===== src/rtl/temporizador_turno_param.sv =====
`default_nettype none
// ============================================================================
// Module  : temporizador_turno_param
// Brief   : Per-turn countdown timer with pause and low-time alert. On timeout
//           it searches for a free column and emits a one-hot auto-move pulse.
// Rev     : 1.0
// ============================================================================
module temporizador_turno_param #(
    parameter int          CICLOS_POR_SEG = 25_175_000,
    parameter int          SEGUNDOS_MAX   = 10,
    parameter int          UMBRAL_ALERTA  = 3,
    parameter int          N_FILAS        = 6,
    parameter int          N_COLS         = 7,
    parameter logic [15:0] SEMILLA        = 16'hACE1
) (
    input  logic                                 clk,
    input  logic                                 reset,
    input  logic                                 enable,
    input  logic                                 movimiento_hecho,
    input  logic                                 pausa,
    input  logic [N_FILAS-1:0][N_COLS-1:0][1:0]  tablero,
    output logic [N_COLS-1:0]                    pulsos_random,
    output logic [7:0]                           contador,
    output logic                                 tick_seg,
    output logic                                 alerta,
    output logic                                 sin_columna
);

    localparam int              c_SW        = (CICLOS_POR_SEG > 1) ? $clog2(CICLOS_POR_SEG) : 1;
    localparam int              c_CW        = $clog2(N_COLS);
    localparam logic [c_SW-1:0] c_SEG_LAST  = c_SW'(CICLOS_POR_SEG - 1);
    localparam logic [7:0]      c_SEG_MAX   = 8'(SEGUNDOS_MAX);
    localparam logic [7:0]      c_UMBRAL    = 8'(UMBRAL_ALERTA);
    localparam logic [c_CW-1:0] c_COL_LAST  = c_CW'(N_COLS - 1);
    localparam logic [15:0]     c_NCOLS16   = 16'(N_COLS);
    localparam logic [N_COLS-1:0] c_ONE     = {{(N_COLS-1){1'b0}}, 1'b1};

    localparam logic [1:0] c_S_IDLE   = 2'd0;
    localparam logic [1:0] c_S_COUNT  = 2'd1;
    localparam logic [1:0] c_S_SEARCH = 2'd2;
    localparam logic [1:0] c_S_PULSE  = 2'd3;

    logic [1:0]        r_state;
    logic [c_SW-1:0]   r_seg_cnt;
    logic [7:0]        r_restantes;
    logic [15:0]       r_lfsr;
    logic              r_enable_q;
    logic [c_CW-1:0]   r_cand;
    logic [c_CW-1:0]   r_intentos;
    logic [N_COLS-1:0] r_pulsos;
    logic              r_tick;
    logic              r_sin_col;

    logic [15:0]       w_lfsr_next;
    logic [c_CW-1:0]   w_start;
    logic              w_top_empty;
    logic              w_unused_filas;

    // Fibonacci LFSR, taps 16,14,13,11; an all-zero value is forced back to 1
    assign w_lfsr_next = (r_lfsr == 16'h0000) ? 16'h0001
                       : {r_lfsr[14:0], r_lfsr[15] ^ r_lfsr[13] ^ r_lfsr[12] ^ r_lfsr[10]};
    assign w_start     = c_CW'(r_lfsr % c_NCOLS16);
    assign w_top_empty = (tablero[0][r_cand] == 2'b00);

    // Only the top row decides whether a column accepts a piece
    assign w_unused_filas = ^tablero;

    always_ff @(posedge clk or negedge reset) begin
        if (!reset) begin
            r_state     <= c_S_IDLE;
            r_seg_cnt   <= '0;
            r_restantes <= c_SEG_MAX;
            r_lfsr      <= SEMILLA;
            r_enable_q  <= 1'b0;
            r_cand      <= '0;
            r_intentos  <= '0;
            r_pulsos    <= '0;
            r_tick      <= 1'b0;
            r_sin_col   <= 1'b0;
        end else begin
            r_lfsr     <= w_lfsr_next;
            r_enable_q <= enable;
            r_pulsos   <= '0;
            r_tick     <= 1'b0;
            r_sin_col  <= 1'b0;
            if (!enable) begin
                r_state     <= c_S_IDLE;
                r_seg_cnt   <= '0;
                r_restantes <= c_SEG_MAX;
            end else begin
                case (r_state)
                    c_S_IDLE: begin
                        if (!r_enable_q) begin
                            r_state     <= c_S_COUNT;
                            r_seg_cnt   <= '0;
                            r_restantes <= c_SEG_MAX;
                        end
                    end
                    c_S_COUNT: begin
                        if (movimiento_hecho) begin
                            r_seg_cnt   <= '0;
                            r_restantes <= c_SEG_MAX;
                        end else if (!pausa) begin
                            if (r_seg_cnt == c_SEG_LAST) begin
                                r_seg_cnt   <= '0;
                                r_restantes <= r_restantes - 8'd1;
                                r_tick      <= 1'b1;
                                if (r_restantes == 8'd1) begin
                                    r_state    <= c_S_SEARCH;
                                    r_cand     <= w_start;
                                    r_intentos <= '0;
                                end
                            end else begin
                                r_seg_cnt <= r_seg_cnt + 1'b1;
                            end
                        end
                    end
                    c_S_SEARCH: begin
                        if (movimiento_hecho) begin
                            r_state     <= c_S_COUNT;
                            r_seg_cnt   <= '0;
                            r_restantes <= c_SEG_MAX;
                        end else if (w_top_empty) begin
                            r_state  <= c_S_PULSE;
                            r_pulsos <= c_ONE << r_cand;
                        end else if (r_intentos == c_COL_LAST) begin
                            // Board full: give up this turn and wait for a fresh enable edge
                            r_state     <= c_S_IDLE;
                            r_sin_col   <= 1'b1;
                            r_seg_cnt   <= '0;
                            r_restantes <= c_SEG_MAX;
                        end else begin
                            r_cand     <= (r_cand == c_COL_LAST) ? '0 : r_cand + 1'b1;
                            r_intentos <= r_intentos + 1'b1;
                        end
                    end
                    c_S_PULSE: begin
                        r_state     <= c_S_COUNT;
                        r_seg_cnt   <= '0;
                        r_restantes <= c_SEG_MAX;
                    end
                    default: begin
                        r_state <= c_S_IDLE;
                    end
                endcase
            end
        end
    end

    assign pulsos_random = r_pulsos;
    assign contador      = r_restantes;
    assign tick_seg      = r_tick;
    assign sin_columna   = r_sin_col;
    assign alerta        = (r_state == c_S_COUNT) && (r_restantes != 8'd0)
                        && (r_restantes <= c_UMBRAL);

endmodule
`default_nettype wire


===== config.mk =====
export PLATFORM = sky130hd
export DESIGN_NAME = temporizador_turno_param
export DESIGN_NICKNAME = d
export VERILOG_FILES = /design/src/rtl/temporizador_turno_param.sv
export SDC_FILE = /design/constraint.sdc
export NUM_CORES = 1
export LEC_CHECK = 0
export ABC_AREA = 1
export CAP_MARGIN = 15
export CELL_PAD_IN_SITES_DETAIL_PLACEMENT = 1
export CELL_PAD_IN_SITES_GLOBAL_PLACEMENT = 2
export CORE_ASPECT_RATIO = 1.75
export CORE_MARGIN = 2
export CORE_UTILIZATION = 27
export CTS_CLUSTER_SIZE = 8
export DETAILED_ROUTE_END_ITERATION = 16
export GPL_TIMING_DRIVEN = 0
export PLACE_DENSITY = 0.85
export SYNTH_ARGS = -nofsm -noshare
export SYNTH_HDL_FRONTEND = slang
export SYNTH_SLANG_ARGS = --single-unit

===== constraint.sdc =====
create_clock -name clk -period 5.66 [get_ports clk]
set_input_delay 0.566 -clock clk [delete_from_list [all_inputs] [get_ports clk]]
set_output_delay 0.566 -clock clk [all_outputs]
set_load 0.1 [all_outputs]

Word level (Yosys, flattened, before mapping)
Cells that the tools add are included.
Word-level totals
  register bits: 67
  latch bits: 0
  RAM bits: 0
  bits in read-only memories: 0
  memories kept: 0
Cells by class
  $add $sub $neg: 4
  $mul: 0
  divide/modulo/power cells: 1
  $lt $le $gt $ge: 2
  equality and inequality tests: 24
  shifts and indexed selects: 1
  muxes and demuxes: 62
  bitwise logic cells: 3
  reduce and logical (&&, ||, !) cells: 11
Operators by type and width (count)
  25-bit 2-to-1 mux: 8
  25-bit one-hot mux with 4 select lines: 1
  8-bit 2-to-1 mux: 8
  3-bit 2-to-1 mux: 15
  8-bit one-hot mux with 4 select lines: 1
  7-bit 2-to-1 mux: 4
  25-bit by 1-bit adder with 25-bit output (second input constant): 1
  25-bit == test (second input constant): 1
  2-bit 2-to-1 mux: 10
  16-bit logical NOT: 1
  16-bit by 3-bit remainder unit with 16-bit output (second input constant): 1
  16-bit 2-to-1 mux: 1
  4-bit inequality test (second input constant): 4
  3-bit inequality test (second input constant): 5
  2-bit inequality test (second input constant): 7
  3-bit one-hot mux with 2 select lines: 2
  1-bit 2-to-1 mux: 10
  9-bit AND reduction: 1
  8-bit by 1-bit == test with 1-bit output (second input constant): 1
  8-bit by 2-bit <= comparator with 1-bit output (second input constant): 1
  2-bit one-hot mux with 4 select lines: 1
  8-bit nonzero test: 1
  8-bit by 1-bit subtractor with 8-bit output (second input constant): 1
  1-bit by 3-bit left shift with 7-bit output (first input constant): 1
  other kinds (14): 21

Logic depth before layout (Yosys ltp)
  depth in word-level cells: 7
  depth in mapped cells: 54
  gate-level depth less buffers: 54

Worst setup path after synthesis
Ideal clock, no wire load.
  path kind: flip-flop to output port
  start: reg r_restantes[0] (netlist: contador[0])
  end: out alerta
  data arrival time: 4.329 ns
  required time: 5.094 ns
  path slack: 0.765 ns
  stages on the path, launching flop included: 4
  path through: dfrtp_1 > inv_1 > ha_1 > nor4_1
Between the ends
  cells in the longest elaborated chain, start to end: 3
  elaborated cells on any way between the ends: 4
  those cells by class: order compare (1); reduce/logical (3)
Ends and longest elaborated chain
  from (decl): line 45  | logic [7:0] r_restantes;
  from (signal assigned): line 72  | r_restantes <= c_SEG_MAX;
  from (signal assigned): line 89  | r_restantes <= c_SEG_MAX;
  from (signal assigned): line 96  | r_restantes <= c_SEG_MAX;
  branches (longest 2 deep; another with 8-bit by 2-bit <= comparator with 1-bit output)
  1-bit logical AND (*): line 155  | && (r_restantes <= c_UMBRAL);
  to (decl): line 25  | output logic alerta,
Mark *: on every way between the ends.

Final worst setup path
  start: reg r_lfsr[13]
  end: reg r_cand[1]
Between the ends
  cells in the longest elaborated chain, start to end: 6
Ends and longest elaborated chain
  from (decl): line 46  | logic [15:0] r_lfsr;
  from (signal assigned): line 81  | r_lfsr <= w_lfsr_next;
  16-bit by 3-bit remainder unit with 16-bit output: line 62  | assign w_start = c_CW'(r_lfsr % c_NCOLS16);
  3-bit 2-to-1 mux: line 108  | if (r_restantes == 8'd1) begin
  3-bit 2-to-1 mux: line 104  | if (r_seg_cnt == c_SEG_LAST) begin
  3-bit 2-to-1 mux: line 103  | end else if (!pausa) begin
  3-bit 2-to-1 mux: line 100  | if (movimiento_hecho) begin
  3-bit one-hot mux with 2 select lines: line 91  | case (r_state)
  to (signal assigned): line 110  | r_cand <= w_start;
  to (signal assigned): line 133  | r_cand <= (r_cand == c_COL_LAST) ? '0 : r_cand + 1'b1;
  to (decl): line 48  | logic [c_CW-1:0] r_cand;
No other way between the ends. The select of a mux whose other input is x is not followed.
A chain may end at the register's enable or synchronous reset.

==> impl_metrics.env <==
export IMPL_outcome="completed"
export IMPL_critPathCaptureType="flip-flop"
export IMPL_final_area_mm2=0.00548
export IMPL_final_cells=843
export IMPL_syn_num_nets=697
export IMPL_tightest_slew_ns=1.01
export IMPL_synthArstFlopShare_pct=100
export IMPL_path_buf_inv=4
export IMPL_max_vdd_ir_drop_uv=246
export IMPL_clock_path_buffers=2
export IMPL_relSlewSlack_pct=32.7
export IMPL_cts_buffers=9
export IMPL_fin_skew_ns=0.00775
export IMPL_critical_path_max_stage_delay_ns=0.61
export IMPL_p_sw_share_pct=33.1
export IMPL_critical_path_max_fanout=6
export IMPL_required_ns=5.88
export IMPL_finalNetCount=753
export IMPL_syn_avg_cell_area_um2=7.18
export IMPL_grt_pass1_wl_um=21100
export IMPL_synth_distinct_cells=44
export IMPL_initial_core_util_pct=27.7
export IMPL_seqPwrFrac_pct=35.7
export IMPL_row_count=60
export IMPL_hpwl_um=9840
export IMPL_core_area_mm2=0.0155
export IMPL_critPathKind="flip-flop to flip-flop"
export IMPL_wirelength_um=12800
export IMPL_placed_area_mm2=0.00487
export IMPL_grt_total_usage_pct=15.4
export IMPL_power_frac_clock_pct=40.9
export IMPL_die_height_um=171
export IMPL_vias=4203
export IMPL_crit_top_cell="nand2_2"
export IMPL_hold_class="primary input to async pin"
export IMPL_synth_edf_count=0
export IMPL_min_period_over_period_pct=93.1
export IMPL_yosys_most_used_dff="dfrtp_1"
export IMPL_clk_pin_slew_ns=0.06
export IMPL_drt_iter0_markers=101
export IMPL_detail_route_wl_per_cell_um=15.2
export IMPL_grt_max_degree=68
export IMPL_setup_viol=0
export IMPL_fillers=1920
export IMPL_p_leak_nw=2.53
export IMPL_syn_area_mm2=0.00428
export IMPL_drt_pass1_iter_count=4
export IMPL_switchingPower_uw=505
export IMPL_drv_cap=0
export IMPL_io_pins=107
export IMPL_final_antenna_net_count=0
export IMPL_htree_levels=3
export IMPL_fin_crit_ns=5.27
export IMPL_vias_per_cell=4.99
export IMPL_insertion_delay_ns=0.34
export IMPL_crit_arrival_ns=5.49
export IMPL_insertedDiodeCount=0
export IMPL_slew_violations=0
export IMPL_synthCells=596
export IMPL_yosys_register_bits=67
export IMPL_yosys_warnings=0
export IMPL_fmax_mhz=190
export IMPL_grt_pass1_vias=4549
export IMPL_dieArea_mm2=0.0169
export IMPL_syn2layout_area_growth_pct=28.0
export IMPL_p_per_area_mw_per_mm2=278
export IMPL_globalRouteOverflowTotal=0
export IMPL_io_buffers=36
export IMPL_place_inst=818
export IMPL_finalHoldViolCount=0
export IMPL_cp_top_family="simple AND/OR/NAND/NOR gates"
export IMPL_yosysSeqAreaShare_pct=39.5
export IMPL_critPathLaunchType="flip-flop"
export IMPL_power_frac_comb_pct=23.5
export IMPL_remaining_drc_errors=0
export IMPL_hold_buffers=0
export IMPL_critPathSlowestCell="dfstp_2"
export IMPL_die_x_um=99.2
export IMPL_gp_congestion=0.799
export IMPL_cts_sinks=67
export IMPL_cts_root_buffer="clkbuf_16"
export IMPL_tritoncts="built"
export IMPL_fin_util_pct=35.4
export IMPL_antenna_found_initial=0
export IMPL_p_int_mw=1.02
export IMPL_drive_gt1_share_pct=16.6
-- cells by family after synthesis --
| family | count (synthesis) | share of synthesized area (%) |
|---|---|---|
| AO/OA/AOI/OAI | 92 | 12.2 |
| flip-flops | 67 | 39.5 |
| AND/OR/NAND/NOR | 303 | 33.4 |
| adder cells (fa/ha/maj) | 12 | 3.51 |
| buffers and inverters | 116 | 10.3 |
| XOR/XNOR | 6 | 1.23 |
-- registers in the layout (all words and copies together) (netlist names) --
signal         flops
contador           8
pulsos_random      7
r_cand             3
r_enable_q         1
r_intentos         3
r_lfsr            16
r_seg_cnt         25
r_state            2
sin_columna        1
tick_seg           1
-- cell usage after synthesis, types with 3 or more instances --
cell / instances / share of area, %
nand2_2: 12 / 1.8
o21ai_0: 30 / 3.5
a31oi_1: 4 / 0.58
xor2_1: 3 / 0.61
a211oi_1: 4 / 0.70
nand3_1: 33 / 3.9
nor2_1: 52 / 4.6
nand3b_1: 3 / 0.53
nand4_1: 25 / 3.7
nor4_1: 4 / 0.58
xnor2_1: 3 / 0.61
inv_1: 94 / 8.2
clkbuf_1: 17 / 1.5
nand2_1: 130 / 11
nand3_2: 10 / 2.3
ha_1: 12 / 3.5
o21ai_1: 6 / 0.70
nor3_1: 24 / 2.8
dfrtp_1: 57 / 33
dfstp_2: 10 / 6.1
inv_2: 3 / 0.26
a21oi_1: 34 / 4.0
-- worst reg2reg max path: cells and delay by family, from the launching register on --
kind | cells | cell delay, ns
buffers and inverters | 4 | 0.26
AND/OR/NAND/NOR | 36 | 3.40
XOR/XNOR | 1 | 0.17
flip-flops | 1 | 0.61
adder cells (fa/ha/maj) | 2 | 0.35
AO/OA/AOI/OAI | 3 | 0.38
-- stage by stage --
| step | total power [mW] | setup TNS, ns | setup WS [ns] | hold slack [ns] |
|---|---|---|---|---|
| after floorplan | 0.773 | 0 | 0.765 | 0.270 |
| after global placement | 0.895 | 0 | 0.446 | 0.460 |
| after detailed placement | 0.916 | 0 | 0.125 | 0.476 |
| after CTS | 1.54 | 0 | 0.0840 | 0.391 |
| after global routing | 1.61 | -0.171 | -0.0745 | 0.428 |
| final | 1.52 | 0 | 0.392 | 0.361 |
-- timing repair --
action	CTS	global route
buffers inserted	0	9
resized for setup	0	53
endpoints found under the setup margin	0	3
-- power by group through the flow --
stage / clock (mW) / sequential [mW] / combinational (mW)
floorplan: 0 / 0.576 / 0.198
global placement: 0 / 0.548 / 0.347
detailed placement: 0 / 0.553 / 0.364
CTS: 0.632 / 0.544 / 0.367
global route: 0.657 / 0.549 / 0.406
finish: 0.623 / 0.544 / 0.357
-- per-layer routing --
layer / vias to the layer above / track usage [%] / wire length, um
li1: 2062 / - / -
met2: 37 / 31.6 / 7600
met5: - / 0 / 0
met3: 19 / 2.41 / 248
met4: 0 / 4.35 / 203
met1: 2085 / 15.4 / 4740
-- worst paths after layout --
path,from,to,slack (ns),depth (start not counted)
worst max register to register,r_lfsr[13],r_cand[1],0.39,46
worst min register to register,r_lfsr[5],r_lfsr[6],0.48,1
worst max-delay path,r_lfsr[13],r_cand[1],0.39,46
worst min-delay path,reset,contador[2],0.36,1
min in group clk,r_lfsr[5],r_lfsr[6],0.48,1
max in group asynchronous,reset,r_seg_cnt[4],4.72,1
-- cells in the final DEF (no fill, tap or decap), types with 2 or more instances in the layout --
| cell type | n |
|---|---|
| ha_4 | 2 |
| o21ai_1 | 4 |
| and3_1 | 2 |
| nor2_2 | 2 |
| o21ai_2 | 4 |
| xnor2_1 | 3 |
| a22oi_1 | 2 |
| dfrtp_1 | 57 |
| nand2_4 | 5 |
| ha_1 | 10 |
| nand2_2 | 28 |
| buf_4 | 11 |
| nand2_1 | 110 |
| a21oi_2 | 2 |
| a31oi_1 | 4 |
| clkbuf_1 | 18 |
| or2_2 | 2 |
| inv_1 | 91 |
| nand3b_1 | 3 |
| dfstp_2 | 10 |
| nor3_1 | 24 |
| o21ai_0 | 29 |
| nor3b_1 | 2 |
| clkdlybuf4s50_1 | 35 |
| nor2_1 | 51 |
| a21oi_1 | 33 |
| inv_2 | 6 |
| nand3_1 | 27 |
| nand4_1 | 25 |
| clkbuf_8 | 2 |
| xor2_1 | 2 |
| nor4_1 | 4 |
| nand3_2 | 12 |
| bufinv_16 | 2 |
| a211oi_1 | 4 |
| nand3_4 | 4 |
| clkbuf_16 | 9 |
-- cell type report --
cell class | instances | area (um^2) | area share, %
clock inverter | 4 | 72.6 | 1.32
buffer | 18 | 71.3 | 1.30
multi-input combinational | 413 | 2360 | 43.1
timing repair buffer | 45 | 425 | 7.76
tap | 186 | 233 | 4.25
sequential | 67 | 1690 | 30.8
inverter | 98 | 370 | 6.76
clock buffer | 12 | 256 | 4.68
(Power assumes the default switching activity.)
